==> config.mk <==
export PLATFORM = sky130hd
export DESIGN_NAME = pll_lock_sequencer
export DESIGN_NICKNAME = d
export VERILOG_FILES = /design/src/rtl/pll_lock_sequencer.sv
export SDC_FILE = /design/constraint.sdc
export NUM_CORES = 1
export LEC_CHECK = 0
export ABC_CLOCK_PERIOD_IN_PS = 2300
export BUFFER_PORTS_ARGS = -buffer_cell sky130_fd_sc_hd__clkbuf_2
export CORE_AREA = 2 2 47 58
export CTS_BUF_LIST = sky130_fd_sc_hd__clkbuf_4
export DETAILED_ROUTE_END_ITERATION = 6
export DIE_AREA = 0 0 49 60
export PLACE_DENSITY = 0.78
export SLEW_MARGIN = 20
export SYNTH_ARGS = -nofsm -noshare
export SYNTH_HDL_FRONTEND = slang
export SYNTH_SLANG_ARGS = --single-unit
==> constraint.sdc <==
create_clock -name clk_sys -period 2.3 [get_ports clk_sys]
set_input_delay 0.23 -clock clk_sys [delete_from_list [all_inputs] [get_ports clk_sys]]
set_output_delay 0.23 -clock clk_sys [all_outputs]
set_load 0.01 [all_outputs]
==> src/rtl/pll_lock_sequencer.sv <==
// pll_lock_sequencer
// Power-up and recovery sequencer for the clock-generation PLLs.
// Holds the PLLs in reset, waits for a synchronized lock, requires the lock
// to stay high for STABLE_CYCLES before releasing core reset, and retries or
// gives up on lock timeout.
// Build option: define PLL_SEQ_AUTORETRY_EN to allow up to MAX_RETRIES
// re-attempts after a lock timeout; without it the first timeout is fatal.
module pll_lock_sequencer #(
  parameter int RST_CYCLES    = 16,
  parameter int LOCK_TIMEOUT  = 65535,
  parameter int STABLE_CYCLES = 1024,
  parameter int MAX_RETRIES   = 3
) (
  input  logic       clk_sys,
  input  logic       reset,
  input  logic       pll_locked,
  input  logic       restart,
  output logic       pll_areset,
  output logic       core_reset,
  output logic       ready,
  output logic       fail,
  output logic [3:0] retries,
  output logic [2:0] state
);

  // One shared counter sized for the longest interval it ever has to reach.
  localparam int CNT_MAX_A = (RST_CYCLES > LOCK_TIMEOUT) ? RST_CYCLES : LOCK_TIMEOUT;
  localparam int CNT_MAX   = (CNT_MAX_A > STABLE_CYCLES) ? CNT_MAX_A : STABLE_CYCLES;
  localparam int CNT_W     = $clog2(CNT_MAX + 1);

  // Terminal counts: the counter starts at 0 on state entry, so the last
  // cycle of an N-cycle interval is count N-1.
  localparam logic [CNT_W-1:0] RST_LAST     = CNT_W'(RST_CYCLES - 1);
  localparam logic [CNT_W-1:0] TIMEOUT_LAST = CNT_W'(LOCK_TIMEOUT - 1);
  localparam logic [CNT_W-1:0] STABLE_LAST  = CNT_W'(STABLE_CYCLES - 1);

`ifdef PLL_SEQ_AUTORETRY_EN
  localparam bit AUTORETRY = 1'b1;
`else
  localparam bit AUTORETRY = 1'b0;
`endif

  // With auto-retry off the limit is zero, so the first timeout goes to FAIL
  // and the retry counter can never move.
  localparam logic [3:0] RETRY_LIMIT = AUTORETRY ? 4'(MAX_RETRIES) : 4'd0;

  typedef enum logic [2:0] {
    RESET_HOLD = 3'd0,
    WAIT_LOCK  = 3'd1,
    STABLE     = 3'd2,
    RUN        = 3'd3,
    FAIL       = 3'd4
  } state_t;

  state_t           state_reg, state_next;
  logic [CNT_W-1:0] cnt_reg, cnt_next;
  logic [3:0]       retries_reg, retries_next;
  logic             lock_meta_reg, locked_s_reg;
  logic             pll_areset_reg, pll_areset_next;
  logic             core_reset_reg, core_reset_next;
  logic             ready_reg, ready_next;
  logic             fail_reg, fail_next;

  // Two-flop synchronizer for the raw asynchronous lock; nothing else reads the pin.
  always_ff @(posedge clk_sys) begin
    if (reset) begin
      lock_meta_reg <= 1'b0;
      locked_s_reg  <= 1'b0;
    end else begin
      lock_meta_reg <= pll_locked;
      locked_s_reg  <= lock_meta_reg;
    end
  end

  // State, counter, retry count and registered outputs.
  always_ff @(posedge clk_sys) begin
    if (reset) begin
      state_reg      <= RESET_HOLD;
      cnt_reg        <= '0;
      retries_reg    <= '0;
      pll_areset_reg <= 1'b1;
      core_reset_reg <= 1'b1;
      ready_reg      <= 1'b0;
      fail_reg       <= 1'b0;
    end else begin
      state_reg      <= state_next;
      cnt_reg        <= cnt_next;
      retries_reg    <= retries_next;
      pll_areset_reg <= pll_areset_next;
      core_reset_reg <= core_reset_next;
      ready_reg      <= ready_next;
      fail_reg       <= fail_next;
    end
  end

  // Next-state logic; outputs are decoded from the state being entered so
  // they change on the same edge as the state itself.
  always_comb begin
    state_next   = state_reg;
    cnt_next     = cnt_reg + CNT_W'(1);
    retries_next = retries_reg;

    case (state_reg)
      RESET_HOLD: begin
        if (cnt_reg == RST_LAST) begin
          state_next = WAIT_LOCK;
          cnt_next   = '0;
        end
      end
      WAIT_LOCK: begin
        // Lock is checked first so it wins over a coincident timeout.
        if (locked_s_reg) begin
          state_next = STABLE;
          cnt_next   = '0;
        end else if (cnt_reg == TIMEOUT_LAST) begin
          cnt_next = '0;
          if (retries_reg != RETRY_LIMIT) begin
            retries_next = retries_reg + 4'd1;
            state_next   = RESET_HOLD;
          end else begin
            state_next = FAIL;
          end
        end
      end
      STABLE: begin
        // Any drop restarts the wait with a fresh timeout budget.
        if (!locked_s_reg) begin
          state_next = WAIT_LOCK;
          cnt_next   = '0;
        end else if (cnt_reg == STABLE_LAST) begin
          state_next = RUN;
          cnt_next   = '0;
        end
      end
      RUN: begin
        cnt_next = cnt_reg;
        if (!locked_s_reg) begin
          state_next = RESET_HOLD;
          cnt_next   = '0;
        end
      end
      FAIL: begin
        cnt_next = cnt_reg;
      end
      default: begin
        state_next = RESET_HOLD;
        cnt_next   = '0;
      end
    endcase

    // A restart request overrides everything and begins a fresh sequence.
    if (restart) begin
      state_next   = RESET_HOLD;
      cnt_next     = '0;
      retries_next = '0;
    end

    pll_areset_next = (state_next == RESET_HOLD) || (state_next == FAIL);
    core_reset_next = (state_next != RUN);
    ready_next      = (state_next == RUN);
    fail_next       = (state_next == FAIL);
  end

  assign pll_areset = pll_areset_reg;
  assign core_reset = core_reset_reg;
  assign ready      = ready_reg;
  assign fail       = fail_reg;
  assign retries    = retries_reg;
  assign state      = state_reg;

endmodule

==> Yosys cells after proc, flatten, opt, wreduce, memory -nomap -nowiden <==
Cells that the tools add are included.
{ "totals": {"regBits": 29, "latch_bits": 0, "mem_bits_rw": 0, "mem_bits_ro": 0, "inputBits": 4, "output_inout_bits": 11, "memories": 0} }
{ "classes": {"addsub": 2, "mul": 0, "n_div": 0, "order_cmp": 0, "eq_ne": 11, "shifts": 0, "n_mux": 16, "n_bitwise": 2, "reduce_logical": 7} }
{ "op_table": {"columns": ["operator", "count"], "rows": [
  ["2-to-1 mux 16 bit", 6],
  ["case mux 16 bit (5 select lines)", 1],
  ["2-to-1 mux 3 bit", 8],
  ["adder 16 x 1 -> 16 bit (second input constant)", 1],
  ["equality test 16 x 10 -> 1 bit (second input constant)", 1],
  ["equality test 16 bit (second input constant)", 1],
  ["equality test 16 x 4 -> 1 bit (second input constant)", 1],
  ["case mux 3 bit (5 select lines)", 1],
  ["equality test 3 x 2 -> 1 bit (second input constant)", 3],
  ["equality test 3 bit (second input constant)", 2],
  ["zero test 3 bit", 2],
  ["adder 4 x 1 -> 4 bit (second input constant)", 1],
  ["AND reduction 4 bit", 1],
  ["nonzero test 4 bit", 1],
  ["equality test 3 x 1 -> 1 bit (second input constant)", 1],
  ["inequality test 3 x 2 -> 1 bit (second input constant)", 1],
  ["inequality test 2 bit (second input constant)", 1],
  ["inverter 1 bit", 2],
  ["AND reduction 2 bit", 1],
  ["OR reduction 2 bit", 1],
  ["logical OR 1 bit", 1]
]} }

==> Logic depth before layout (Yosys ltp) <==
Gate-level depths: netlist of run 1.
{ "logic_depth": {"word_depth": 8, "mapped_depth": 8} }

==> Worst setup path before layout of run 1 <==
Ideal clock, no wire load.
{ "synth_timing": {"path_kind": "reg-to-reg", "startpoint": "reg cnt_reg[4]", "endpoint": "reg pll_areset_reg (netlist: pll_areset)", "setup_ns": 0.114, "arrival_time_ns": 1.824, "slack_ns": 0.362, "path_stages_with_launch": 6, "path_buffers": 0, "cell_sequence": "dfxtp_1 -> or4_1 -> or4_1 -> o22a_1 -> and3_4 -> a21o_1"} }
{ "synth_between": {"elab_chain_len": 7, "word_cells_on_any_way": 13, "cone_classes": "4 x eq/ne; 7 x mux; 2 x reduce/logical"} }
{ "synth_rtl": {"columns": ["element", "line_no", "text"], "rows": [
  ["from (decl)", "56", "logic [CNT_W-1:0] cnt_reg, cnt_next;"],
  ["from (signal assigned)", "87", "cnt_reg <= cnt_next;"],
  ["equality test 16 x 10 -> 1 bit or equality test 16 bit (tied branches)", "130, 115", null],
  ["2-to-1 mux 3 bit (on tied branches)", "130, 115", null],
  ["2-to-1 mux 3 bit (on tied branches)", "127, 112", null],
  ["case mux 3 bit (5 select lines) *", "103", "case (state_reg)"],
  ["2-to-1 mux 3 bit *", "152", "if (restart) begin"],
  ["equality test 3 bit or zero test 3 bit (tied branches)", "158", "pll_areset_next = (state_next == RESET_HOLD) || (state_next == FAIL);"],
  ["logical OR 1 bit *", "158", null],
  ["to (signal assigned)", "89", "pll_areset_reg <= pll_areset_next;"],
  ["to (decl)", "59", "logic pll_areset_reg, pll_areset_next;"]
]} }
Every way passes the cells marked *; elsewhere a longest branch is shown, timed or not.
A chain may end at the register's enable or synchronous reset.

==> Final worst setup path of run 1 <==
{ "layout_timing": {"startpoint": "reg cnt_reg[9]", "endpoint": "reg cnt_reg[5]"} }
{ "layout_between": {"elab_chain_len": 4, "word_cells_on_any_way": 9, "cone_classes": "3 x eq/ne; 6 x mux"} }
{ "layout_rtl": {"columns": ["element", "line_no"], "rows": [
  ["equality test 16 x 10 -> 1 bit or equality test 16 bit (tied branches)", "130, 115"],
  ["2-to-1 mux 16 bit (on tied branches)", "130, 115"],
  ["2-to-1 mux 16 bit (on tied branches)", "127, 112"],
  ["case mux 16 bit (5 select lines) *", "103"]
]} }
Marked as above.

==> Flow_metrics.wiki, run 1 <==
{| class="wikitable"
! Metric !! Value
|-
| Initial Util || 0.5619
|-
| Number of failing hold endpoints at the final stage || 0
|-
| Status || finished, final reports clean
|-
| Synth async-reset ratio || 0
|-
| Critical hold path startpoint || reset
|-
| Main synth FF type || sky130_fd_sc_hd__dfxtp_1
|-
| Number of flip-flops in the largest register || 16
|-
| Endpoint of the worst-slack reg-to-reg timing path || cnt_reg[5]
|-
| Pwr Density || 527.6 mW/mm^2
|-
| Final GP Congestion || 0.8667
|-
| Clock latency on the worst-skew pair || 330 ps
|-
| Share of the clock period used by the worst path after layout || 0.9064
|-
| Post-synth top area cell || sky130_fd_sc_hd__dfxtp_1
|-
| Arrival @ worst endpoint || 2300 ps
|-
| Number of max-slew violations in the final report || 0
|-
| Fraction of layout cells with a size suffix above 1 || 0.1564
|-
| Final cell area excluding filler cells || around 0.0015 mm^2
|-
| Average via count per standard cell || between 5 and 6
|-
| Mean instance size in the synthesized netlist || 8.687 um^2
|-
| Worst path bufs/invs || 1
|-
| EDFF count, synth || 0
|-
| Met3 Wirelength || 120 um
|-
| Half-perimeter wire length after placement || 1.922 mm
|-
| Cell types with the largest area share after synthesis || sky130_fd_sc_hd__dfxtp_1 43%, sky130_fd_sc_hd__xnor2_1 9.6%, sky130_fd_sc_hd__nor2_1 9.1%
|-
| Top routing layer used || met4
|-
| Crit-path max cell delay || 490 ps
|-
| Synth Warn # || 0
|-
| Number of vias in the routed layout || 1173
|-
| Leakage || 0.5269 nW
|-
| Clock-pin slew on the worst setup and hold paths || ~90 ps
|-
| Number of fill cells in the layout || around 220
|-
| Overall routed net length || about 2.6 mm
|-
| Required time of the worst setup path || ~2500 ps
|-
| Area growth from synthesis to layout || 12.11%
|-
| DR iter-0 viols || 23
|-
| Hold Path Class || input pin to register
|-
| Sequential share of the synthesized area || 0.4257
|-
| CTS sink cnt || 29
|-
| Tot Pwr || between 0.0008 and 0.0009 W
|-
| Initial antenna violation count || 0
|-
| Vertical die dimension || 60 um
|-
| Std-Cell Rows || 20
|-
| Post-route met1 wirelength || 1.107 mm
|-
| Worst R2R Path Depth || 6
|-
| Endpoint type of the worst setup path || register
|-
| Worst Setup Start Kind || register
|-
| Pre-Repair DR Iteration Count || 4
|-
| Largest net degree at the start of global routing || 12
|-
| Cell Chain, Critical Path || or4bb_1 -> nor4_1 -> o32ai_1 -> o21ai_2 -> buf_4 -> nor2_1
|-
| Number of buffers inserted during clock tree synthesis || 5
|-
| Die footprint || around 0.0029 mm^2
|-
| Peak Freq || 479.7 MHz
|-
| Kind of cell adding the most delay to the critical path || simple AND/OR/NAND/NOR gates
|-
| Wire length of the first global-routing pass || around 4.5 mm
|-
| Post-route minimum period || 2085 ps
|-
| Synthesized cell area || about 0.0014 mm^2
|-
| Post-route insts no fill || 212
|-
| Gate count after technology mapping || approximately 160
|-
| Setup repair after global routing missed its margin || false
|-
| CTS Root Cell || sky130_fd_sc_hd__clkbuf_4
|-
| Antenna viol nets, final || 0
|-
| Min setup slack post-route || 215.4 ps
|-
| Worst reg2reg startpoint || cnt_reg[9]
|-
| Maximum fanout encountered on the critical timing path || 9
|-
| Setup_tns || 0 ps
|-
| Horiz. Die Dim || 49 um
|-
| Count of different cell masters after synthesis || 38
|-
| Post-detailed-placement cell area || 0.001479 mm^2
|-
| Routed length per instance || between 10 and 15 um
|-
| Buffer count from post-CTS setup fixing || 0
|-
| Setup slack, reg-to-reg || 220 ps
|-
| Post-CTS Resized || 0
|-
| Top library cells by usage in the layout, fill and taps aside || 33 x sky130_fd_sc_hd__nor2_1, 29 x sky130_fd_sc_hd__dfxtp_1, 15 x sky130_fd_sc_hd__xnor2_1
|-
| Number of placed I/O pins || 15
|-
| Drc violations || 0
|-
| Endpoint of the worst hold-timing path || lock_meta_reg
|-
| Number of levels in the clock H-tree || 2
|-
| Placed Cells incl. Taps || 204
|-
| Count of input and output buffers || 14
|-
| Commonest non-fill, non-tap cell in the layout || sky130_fd_sc_hd__nor2_1
|-
| Max IR drop VDD || ~360 uV
|-
| Met2 wire length || 1.272 mm
|-
| Critical Setup Path Class || register to register
|-
| Synthesized net count || 165
|-
| Final #Nets || 186
|-
| Clock skew after layout || 9.205 ps
|-
| Worst Setup Slack post-DPL || 264.4 ps
|-
| Fraction of synthesized cell area taken by the top area cell type || 0.4257
|-
| Max-Slew Margin vs Limit || 0.7558
|-
| Slowest CP cell || sky130_fd_sc_hd__or4bb_1
|-
| Antenna diode instance count || 0
|-
| Transition time at the pin with the least slew margin || 361.3 ps
|-
| Total GRT Usage || 0.2069
|-
| Worst hold path depth || 2
|-
| Vias in the first global route || 1074
|-
| Hold-fix buffer count after cts || 0
|-
| Bufs on Longest Clock Path || 2
|-
| Final Setup Violations || 0
|-
| Max-Cap Viols || 0
|-
| TritonCTS clock tree || yes
|-
| Aggregate global routing overflow || 0
|-
| Number of register bits inferred by synthesis || 29
|-
| Floorplan core area || 0.002427 mm^2
|}
==> how the worst max path moves through the flow <==
stage | from | endpoint | slack [ps] | cells after the start
finish | cnt_reg[9] | cnt_reg[5] | 220 | 6
global route | cnt_reg[9] | cnt_reg[4] | 80 | 6
CTS | cnt_reg[9] | cnt_reg[5] | 240 | 6
detailed placement | cnt_reg[4] | pll_areset | 260 | 5
global placement | cnt_reg[4] | pll_areset | 280 | 5
floorplan | cnt_reg[4] | pll_areset | 360 | 5
==> per-stage QoR <==
| step | hold WS (ps) | util |
|---|---|---|
| after global routing | 96.18 | 0.6299 |
| after detailed placement | 444.5 | 0.6093 |
| after floorplan | 301.6 | - |
| after CTS | 89.35 | 0.6299 |
| final | 100.2 | 0.6299 |
| after global placement | 435.3 | 0.6093 |
==> synth_stat cells (2+ instances only) <==
library cell	n
sky130_fd_sc_hd__xnor2_1	15
sky130_fd_sc_hd__or4_1	3
sky130_fd_sc_hd__nor4_1	3
sky130_fd_sc_hd__xor2_1	3
sky130_fd_sc_hd__nand2_1	6
sky130_fd_sc_hd__nor3b_1	2
sky130_fd_sc_hd__nor2b_1	2
sky130_fd_sc_hd__nor2_1	33
sky130_fd_sc_hd__ha_1	4
sky130_fd_sc_hd__o21ai_0	4
sky130_fd_sc_hd__nand4_1	7
sky130_fd_sc_hd__or3_1	2
sky130_fd_sc_hd__dfxtp_1	29
sky130_fd_sc_hd__nand3_1	8
sky130_fd_sc_hd__inv_1	7
sky130_fd_sc_hd__and2_1	2
sky130_fd_sc_hd__nand4b_1	2
sky130_fd_sc_hd__and3_1	2
sky130_fd_sc_hd__nor3_1	4
==> kinds of logic after synthesis <==
logic type               Yosys count  share of synthesized area
AO/OA/AOI/OAI                     11                    0.05322
AND/OR/NAND/NOR                   86                     0.3413
adder cells (fa/ha/maj)            4                    0.03670
flip-flops                        29                     0.4257
XOR/XNOR                          18                     0.1156
buffers and inverters              9                    0.02753
==> cell type report <==
class                           instances  area, um^2  area share
Clock buffer                            5       37.54     0.02455
Clock inverter                          3       12.51    0.008183
Inverter                                7       26.28     0.01718
Multi-Input combinational cell        119       745.7      0.4877
Sequential cell                        29       580.6      0.3797
Tap cell                               33       41.29     0.02700
Timing Repair Buffer                   16       85.08     0.05565
==> routing by layer <==
metal / vias to the layer above / global-route usage
met2: 32 / 0.3562
met3: 9 / 0.07500
met4: 0 / 0.1143
li1: 587 / -
met1: 545 / 0.2233
met5: - / 0
==> where the power goes <==
group	internal, W	switching (W)
clock network	0.000110	0.000169
logic	0.00000760	0.0000116
registers	0.000505	0.00000300
No activity file was read; power rests on OpenSTA's default activity.
==> run 2, diff against run 1 <==
--- a/config.mk
+++ b/config.mk
@@ -11,7 +11,7 @@
 export CTS_BUF_LIST = sky130_fd_sc_hd__clkbuf_4
 export DETAILED_ROUTE_END_ITERATION = 6
 export DIE_AREA = 0 0 49 60
-export PLACE_DENSITY = 0.78
+export PLACE_DENSITY = 0.86
 export SLEW_MARGIN = 20
 export SYNTH_ARGS = -nofsm -noshare
 export SYNTH_HDL_FRONTEND = slang
==> Flow_metrics.wiki, run 2 (same netlist as run 1, synthesis figures left out) <==
{| class="wikitable"
! Metric !! Value
|-
| Count of input and output buffers || 14 (unchanged)
|-
| Commonest non-fill, non-tap cell in the layout || sky130_fd_sc_hd__nor2_1
|-
| Number of max-slew violations in the final report || 0 (unchanged)
|-
| Max-Slew Margin vs Limit || 0.7426 (-0.01321)
|-
| Half-perimeter wire length after placement || 1.995 mm (+3.8%)
|-
| Clock skew after layout || 10.65 ps (+1.449 ps)
|-
| Top library cells by usage in the layout, fill and taps aside || 33 x sky130_fd_sc_hd__nor2_1, 29 x sky130_fd_sc_hd__dfxtp_1, 15 x sky130_fd_sc_hd__xnor2_1
|-
| Area growth from synthesis to layout || 14.77%
|-
| Floorplan core area || 0.002427 mm^2 (unchanged)
|-
| Setup_tns || 0 ps (unchanged)
|-
| Largest net degree at the start of global routing || 12 (unchanged)
|-
| Final GP Congestion || 0.8749 (+0.95%)
|-
| Number of fill cells in the layout || 209 (-5.4%)
|-
| Critical hold path startpoint || reset
|-
| Cell Chain, Critical Path || or4_1 -> or4_1 -> o22a_1 -> and3_4 -> a21o_1
|-
| Worst reg2reg startpoint || cnt_reg[4]
|-
| Drc violations || 0 (unchanged)
|-
| Post-route minimum period || 2035 ps (-49.46 ps)
|-
| Worst Setup Start Kind || register
|-
| Vertical die dimension || 60 um (unchanged)
|-
| Max-Cap Viols || 0 (unchanged)
|-
| Endpoint type of the worst setup path || register
|-
| First element of the critical path || cnt_reg[4]
|-
| Kind of cell adding the most delay to the critical path || simple AND/OR/NAND/NOR gates
|-
| Maximum fanout encountered on the critical timing path || 7 (-2)
|-
| Arrival @ worst endpoint || 2280 ps (-20 ps)
|-
| Critical Setup Path Class || register to register
|-
| Initial Util || 0.5619 (unchanged)
|-
| Worst path bufs/invs || 0 (-1)
|-
| Leakage || 0.5446 nW (+3.4%)
|-
| Status || finished, final reports clean
|-
| Tot Pwr || 0.0009379 W (+16%)
|-
| Cell mode on critical path || sky130_fd_sc_hd__or4_1
|-
| Share of the clock period used by the worst path after layout || 0.8849 (-0.02150)
|-
| Routed length per instance || 12.70 um (+5.4%)
|-
| Horiz. Die Dim || 49 um (unchanged)
|-
| Required time of the worst setup path || 2540 ps (+20 ps)
|-
| Transition time at the pin with the least slew margin || 382.6 ps (+21.38 ps)
|-
| Util after Layout || 0.6448 (+0.01495)
|-
| Die footprint || 0.002940 mm^2 (unchanged)
|-
| Number of vias in the routed layout || 1140 (-2.8%)
|-
| Pwr Density || 599.2 mW/mm^2 (+14%)
|-
| Hold-fix buffer count after cts || 0 (unchanged)
|-
| Slowest CP cell || sky130_fd_sc_hd__or4_1
|-
| Max IR drop VDD || 472.1 uV (+33%)
|-
| Total GRT Usage || 0.2221 (+0.01517)
|-
| Pre-Repair DR Iteration Count || 4 (unchanged)
|-
| Antenna diode instance count || 0 (unchanged)
|-
| Buffer count from post-CTS setup fixing || 0 (unchanged)
|-
| CTS sink cnt || 29 (unchanged)
|-
| Final Setup Violations || 0 (unchanged)
|-
| Crit-path max cell delay || 550 ps (+60 ps)
|-
| Post-CTS Resized || 0 (unchanged)
|-
| Number of buffers inserted during clock tree synthesis || 5 (unchanged)
|-
| Vias in the first global route || 1067 (-0.65%)
|-
| Number of levels in the clock H-tree || 2 (unchanged)
|-
| Number of flip-flops in the largest register || 16 (unchanged)
|-
| CTS Root Cell || sky130_fd_sc_hd__clkbuf_4
|-
| Aggregate global routing overflow || 0 (unchanged)
|-
| Clock-pin slew on the worst setup and hold paths || 90 ps (about the same)
|-
| Antenna viol nets, final || 0 (unchanged)
|-
| Wire length of the first global-routing pass || 4.719 mm (+4.6%)
|-
| TritonCTS clock tree || yes
|-
| Fraction of layout cells with a size suffix above 1 || 0.1667 (+0.01024)
|-
| Hold Path Class || input pin to register
|-
| Std-Cell Rows || 20 (unchanged)
|-
| Peak Freq || 491.4 MHz (+2.4%)
|-
| Initial antenna violation count || 0 (unchanged)
|-
| Final #Nets || 187 (+0.54%)
|-
| Setup repair after global routing missed its margin || false
|-
| Clock latency on the worst-skew pair || 330 ps (about the same)
|-
| Overall routed net length || 2.705 mm (+5.9%)
|-
| Number of failing hold endpoints at the final stage || 0 (unchanged)
|-
| Average via count per standard cell || 5.352 (-3.3%)
|-
| DR iter-0 viols || 26 (+13%)
|-
| Bufs on Longest Clock Path || 2 (unchanged)
|-
| Number of placed I/O pins || 15 (unchanged)
|}
-- run 2: metal layers --
layer / up-vias / track usage / part of all wire / wire length, um
met3: 11 / 0.08250 / 0.040 / 109
met4: 0 / 0.1469 / 0.039 / 105
met5: - / 0 / 0 / 0
met1: 513 / 0.2390 / 0.43 / 1152
li1: 592 / - / - / -
met2: 24 / 0.3699 / 0.49 / 1337
-- run 2: stage by stage --
stage	cells	cell area [um^2]	hold slack, ps	setup slack [ps]
after floorplan	157	1364	301.6	361.7
after global placement	205	1486	435.2	312.9
after detailed placement	205	1486	437.0	262.0
after CTS	213	1565	72.26	256.8
after global routing	213	1565	70.11	159.1
final	213	1565	91.07	264.8
-- run 2: layout make-up --
class                      count  area (um^2)  share of cell area
timing repair buffer          17        92.59             0.05915
sequential                    29        580.6              0.3709
multi-input combinational    119        745.7              0.4764
tap                           33        41.29             0.02638
inverter                       7        26.28             0.01679
clock buffer                   6        45.04             0.02878
clock inverter                 2        33.78             0.02158
-- run 2: worst paths after layout --
check	slack [ps]	cells past startpoint	end
setup / recovery	260	5	pll_areset
hold reg to reg	460	1	locked_s_reg
hold / removal	90	2	lock_meta_reg
setup reg to reg	260	5	pll_areset
-- run 2: power by group --
part	internal, W	switching [W]	leakage [nW]
sequential	0.000505	0.00000306	0.234
combinational	0.00000868	0.0000115	0.267
clock	0.000238	0.000172	0.0433
total	0.000751	0.000186	0.545
==> run 3, diff against run 2 <==
--- a/config.mk
+++ b/config.mk
@@ -7,11 +7,11 @@
 export LEC_CHECK = 0
 export ABC_CLOCK_PERIOD_IN_PS = 2300
 export BUFFER_PORTS_ARGS = -buffer_cell sky130_fd_sc_hd__clkbuf_2
-export CORE_AREA = 2 2 47 58
+export CORE_AREA = 2 2 52 54
 export CTS_BUF_LIST = sky130_fd_sc_hd__clkbuf_4
 export DETAILED_ROUTE_END_ITERATION = 6
-export DIE_AREA = 0 0 49 60
-export PLACE_DENSITY = 0.86
+export DIE_AREA = 0 0 54 56
+export PLACE_DENSITY = 0.84
 export SLEW_MARGIN = 20
 export SYNTH_ARGS = -nofsm -noshare
 export SYNTH_HDL_FRONTEND = slang
==> Flow_metrics.wiki, run 3 (same netlist as run 1, synthesis figures left out) <==
{| class="wikitable"
! Metric !! Value
|-
| Crit-path max cell delay || 550 ps (about the same)
|-
| Top library cells by usage in the layout, fill and taps aside || 33 x sky130_fd_sc_hd__nor2_1, 29 x sky130_fd_sc_hd__dfxtp_1, 15 x sky130_fd_sc_hd__xnor2_1
|-
| Die footprint || 0.003024 mm^2 (+2.9%)
|-
| Max IR drop VDD || 513.6 uV (+8.8%)
|-
| Setup_tns || 0 ps (unchanged)
|-
| Share of the clock period used by the worst path after layout || 0.8894 (+0.004497)
|-
| Clock-pin slew on the worst setup and hold paths || 80 ps (about the same)
|-
| Maximum fanout encountered on the critical timing path || 7 (unchanged)
|-
| Worst path bufs/invs || 0 (unchanged)
|-
| Antenna viol nets, final || 0 (unchanged)
|-
| Average via count per standard cell || 5.751 (+7.5%)
|-
| Largest net degree at the start of global routing || 12 (unchanged)
|-
| Bufs on Longest Clock Path || 2 (unchanged)
|-
| Total GRT Usage || 0.2141 (-0.008007)
|-
| CTS Root Cell || sky130_fd_sc_hd__clkbuf_4
|-
| Number of buffers inserted during clock tree synthesis || 5 (unchanged)
|-
| Final Setup Violations || 0 (unchanged)
|-
| Number of failing hold endpoints at the final stage || 0 (unchanged)
|-
| Arrival @ worst endpoint || 2270 ps (about the same)
|-
| Final #Nets || 187 (unchanged)
|-
| Max-Cap Viols || 0 (unchanged)
|-
| Kind of cell adding the most delay to the critical path || simple AND/OR/NAND/NOR gates
|-
| Count of input and output buffers || 14 (unchanged)
|-
| Overall routed net length || 2.716 mm (+0.41%)
|-
| Pwr Density || 528.0 mW/mm^2 (-12%)
|-
| Min setup slack post-route || 254.5 ps (-10.34 ps)
|-
| Clock skew after layout || 12.41 ps (+1.754 ps)
|-
| Hold Path Class || input pin to register
|-
| Cell Chain, Critical Path || or4_1 -> or4_1 -> o22a_1 -> and3_4 -> a21o_1
|-
| Number of vias in the routed layout || 1202 (+5.4%)
|-
| Pre-Repair DR Iteration Count || 4 (unchanged)
|-
| Max-Slew Margin vs Limit || 0.7310 (-0.01160)
|-
| Horiz. Die Dim || 54 um (+10%)
|-
| Peak Freq || 488.9 MHz (-0.51%)
|-
| TritonCTS clock tree || yes
|-
| Drc violations || 0 (unchanged)
|-
| Worst Setup Start Kind || register
|-
| Half-perimeter wire length after placement || 1.989 mm (-0.28%)
|-
| Number of levels in the clock H-tree || 2 (unchanged)
|-
| Critical Setup Path Class || register to register
|-
| Wire length of the first global-routing pass || 4.761 mm (+0.89%)
|-
| Leakage || 0.5305 nW (-2.6%)
|-
| Routed length per instance || 13.00 um (+2.3%)
|-
| Initial Util || 0.5607 (-0.001156)
|-
| Floorplan core area || 0.002432 mm^2 (+0.21%)
|-
| Worst Setup Slack post-DPL || 271.4 ps (+9.434 ps)
|-
| Aggregate global routing overflow || 0 (unchanged)
|-
| DR iter-0 viols || 36 (+38%)
|-
| Number of placed I/O pins || 15 (unchanged)
|-
| Cell mode on critical path || sky130_fd_sc_hd__or4_1
|-
| Fraction of layout cells with a size suffix above 1 || 0.1620 (-0.004655)
|-
| Area growth from synthesis to layout || 12.29%
|-
| Number of max-slew violations in the final report || 0 (unchanged)
|-
| Commonest non-fill, non-tap cell in the layout || sky130_fd_sc_hd__nor2_1
|-
| Final GP Congestion || 0.8639 (-1.3%)
|-
| Setup repair after global routing missed its margin || false
|-
| Endpoint type of the worst setup path || register
|-
| Hold-fix buffer count after cts || 0 (unchanged)
|-
| Vertical die dimension || 56 um (-6.7%)
|-
| Buffer count from post-CTS setup fixing || 0 (unchanged)
|-
| Number of flip-flops in the largest register || 16 (unchanged)
|-
| Transition time at the pin with the least slew margin || 399.9 ps (+17.24 ps)
|-
| CTS sink cnt || 29 (unchanged)
|-
| Initial antenna violation count || 0 (unchanged)
|-
| Post-route minimum period || 2046 ps (+10.34 ps)
|-
| Clock latency on the worst-skew pair || 330 ps (about the same)
|-
| Status || finished, final reports clean
|-
| Std-Cell Rows || 18 (-10%)
|-
| Vias in the first global route || 1107 (+3.7%)
|-
| Antenna diode instance count || 0 (unchanged)
|-
| Post-CTS Resized || 0 (unchanged)
|-
| Required time of the worst setup path || 2520 ps (-20 ps)
|-
| Slowest CP cell || sky130_fd_sc_hd__or4_1
|}
[run 3: changes by cell type in the layout (fill, tap and decap cells not counted)]
| cell | previous run | this run |
|---|---|---|
| sky130_fd_sc_hd__bufinv_16 | 1 | 0 |
[run 3: layout make-up]
class	instances	area, um^2
fillers	211	900.9
inverters	7	26.28
flip-flops and latches	29	580.6
well taps	30	37.54
repair buffers	17	92.59
clock buffers	6	45.04
clock inverters	1	3.754
multi-input cells	119	745.7
[run 3: metal layers]
metal,up-vias,GRT usage,share of wire
li1,592,-,-
met3,6,0.07527,0.051
met1,569,0.2588,0.46
met4,0,0.1250,0.020
met2,35,0.3188,0.47
met5,-,0,0
[run 3: path summary, 6_finish.rpt]
check | start | to | slack (ps) | cells past startpoint
worst max register to register | cnt_reg[4] | pll_areset | 250 | 5
worst min-delay path | reset | locked_s_reg | 110 | 2
worst min register to register | lock_meta_reg | locked_s_reg | 440 | 1
worst max-delay path | cnt_reg[4] | pll_areset | 250 | 5
[run 3: metrics by stage]
step | util | std cells | hold slack, ps | total power (W) | area, um^2
finish | 0.6296 | 209 | 107.2 | 0.0008087 | 1531
global route | 0.6296 | 209 | 98.63 | 0.0008483 | 1531
CTS | 0.6296 | 209 | 92.95 | 0.0008202 | 1531
detailed placement | 0.6096 | 202 | 430.0 | 0.0005402 | 1483
global placement | 0.6096 | 202 | 417.2 | 0.0005393 | 1483
floorplan | - | 157 | 301.6 | 0.0005316 | 1364
[run 3: report_power, final]
group          internal [W]  total (W)  switching, W
clock              0.000122   0.000280      0.000158
combinational    0.00000867  0.0000203     0.0000116
sequential         0.000505   0.000508    0.00000313
total              0.000636   0.000809      0.000173
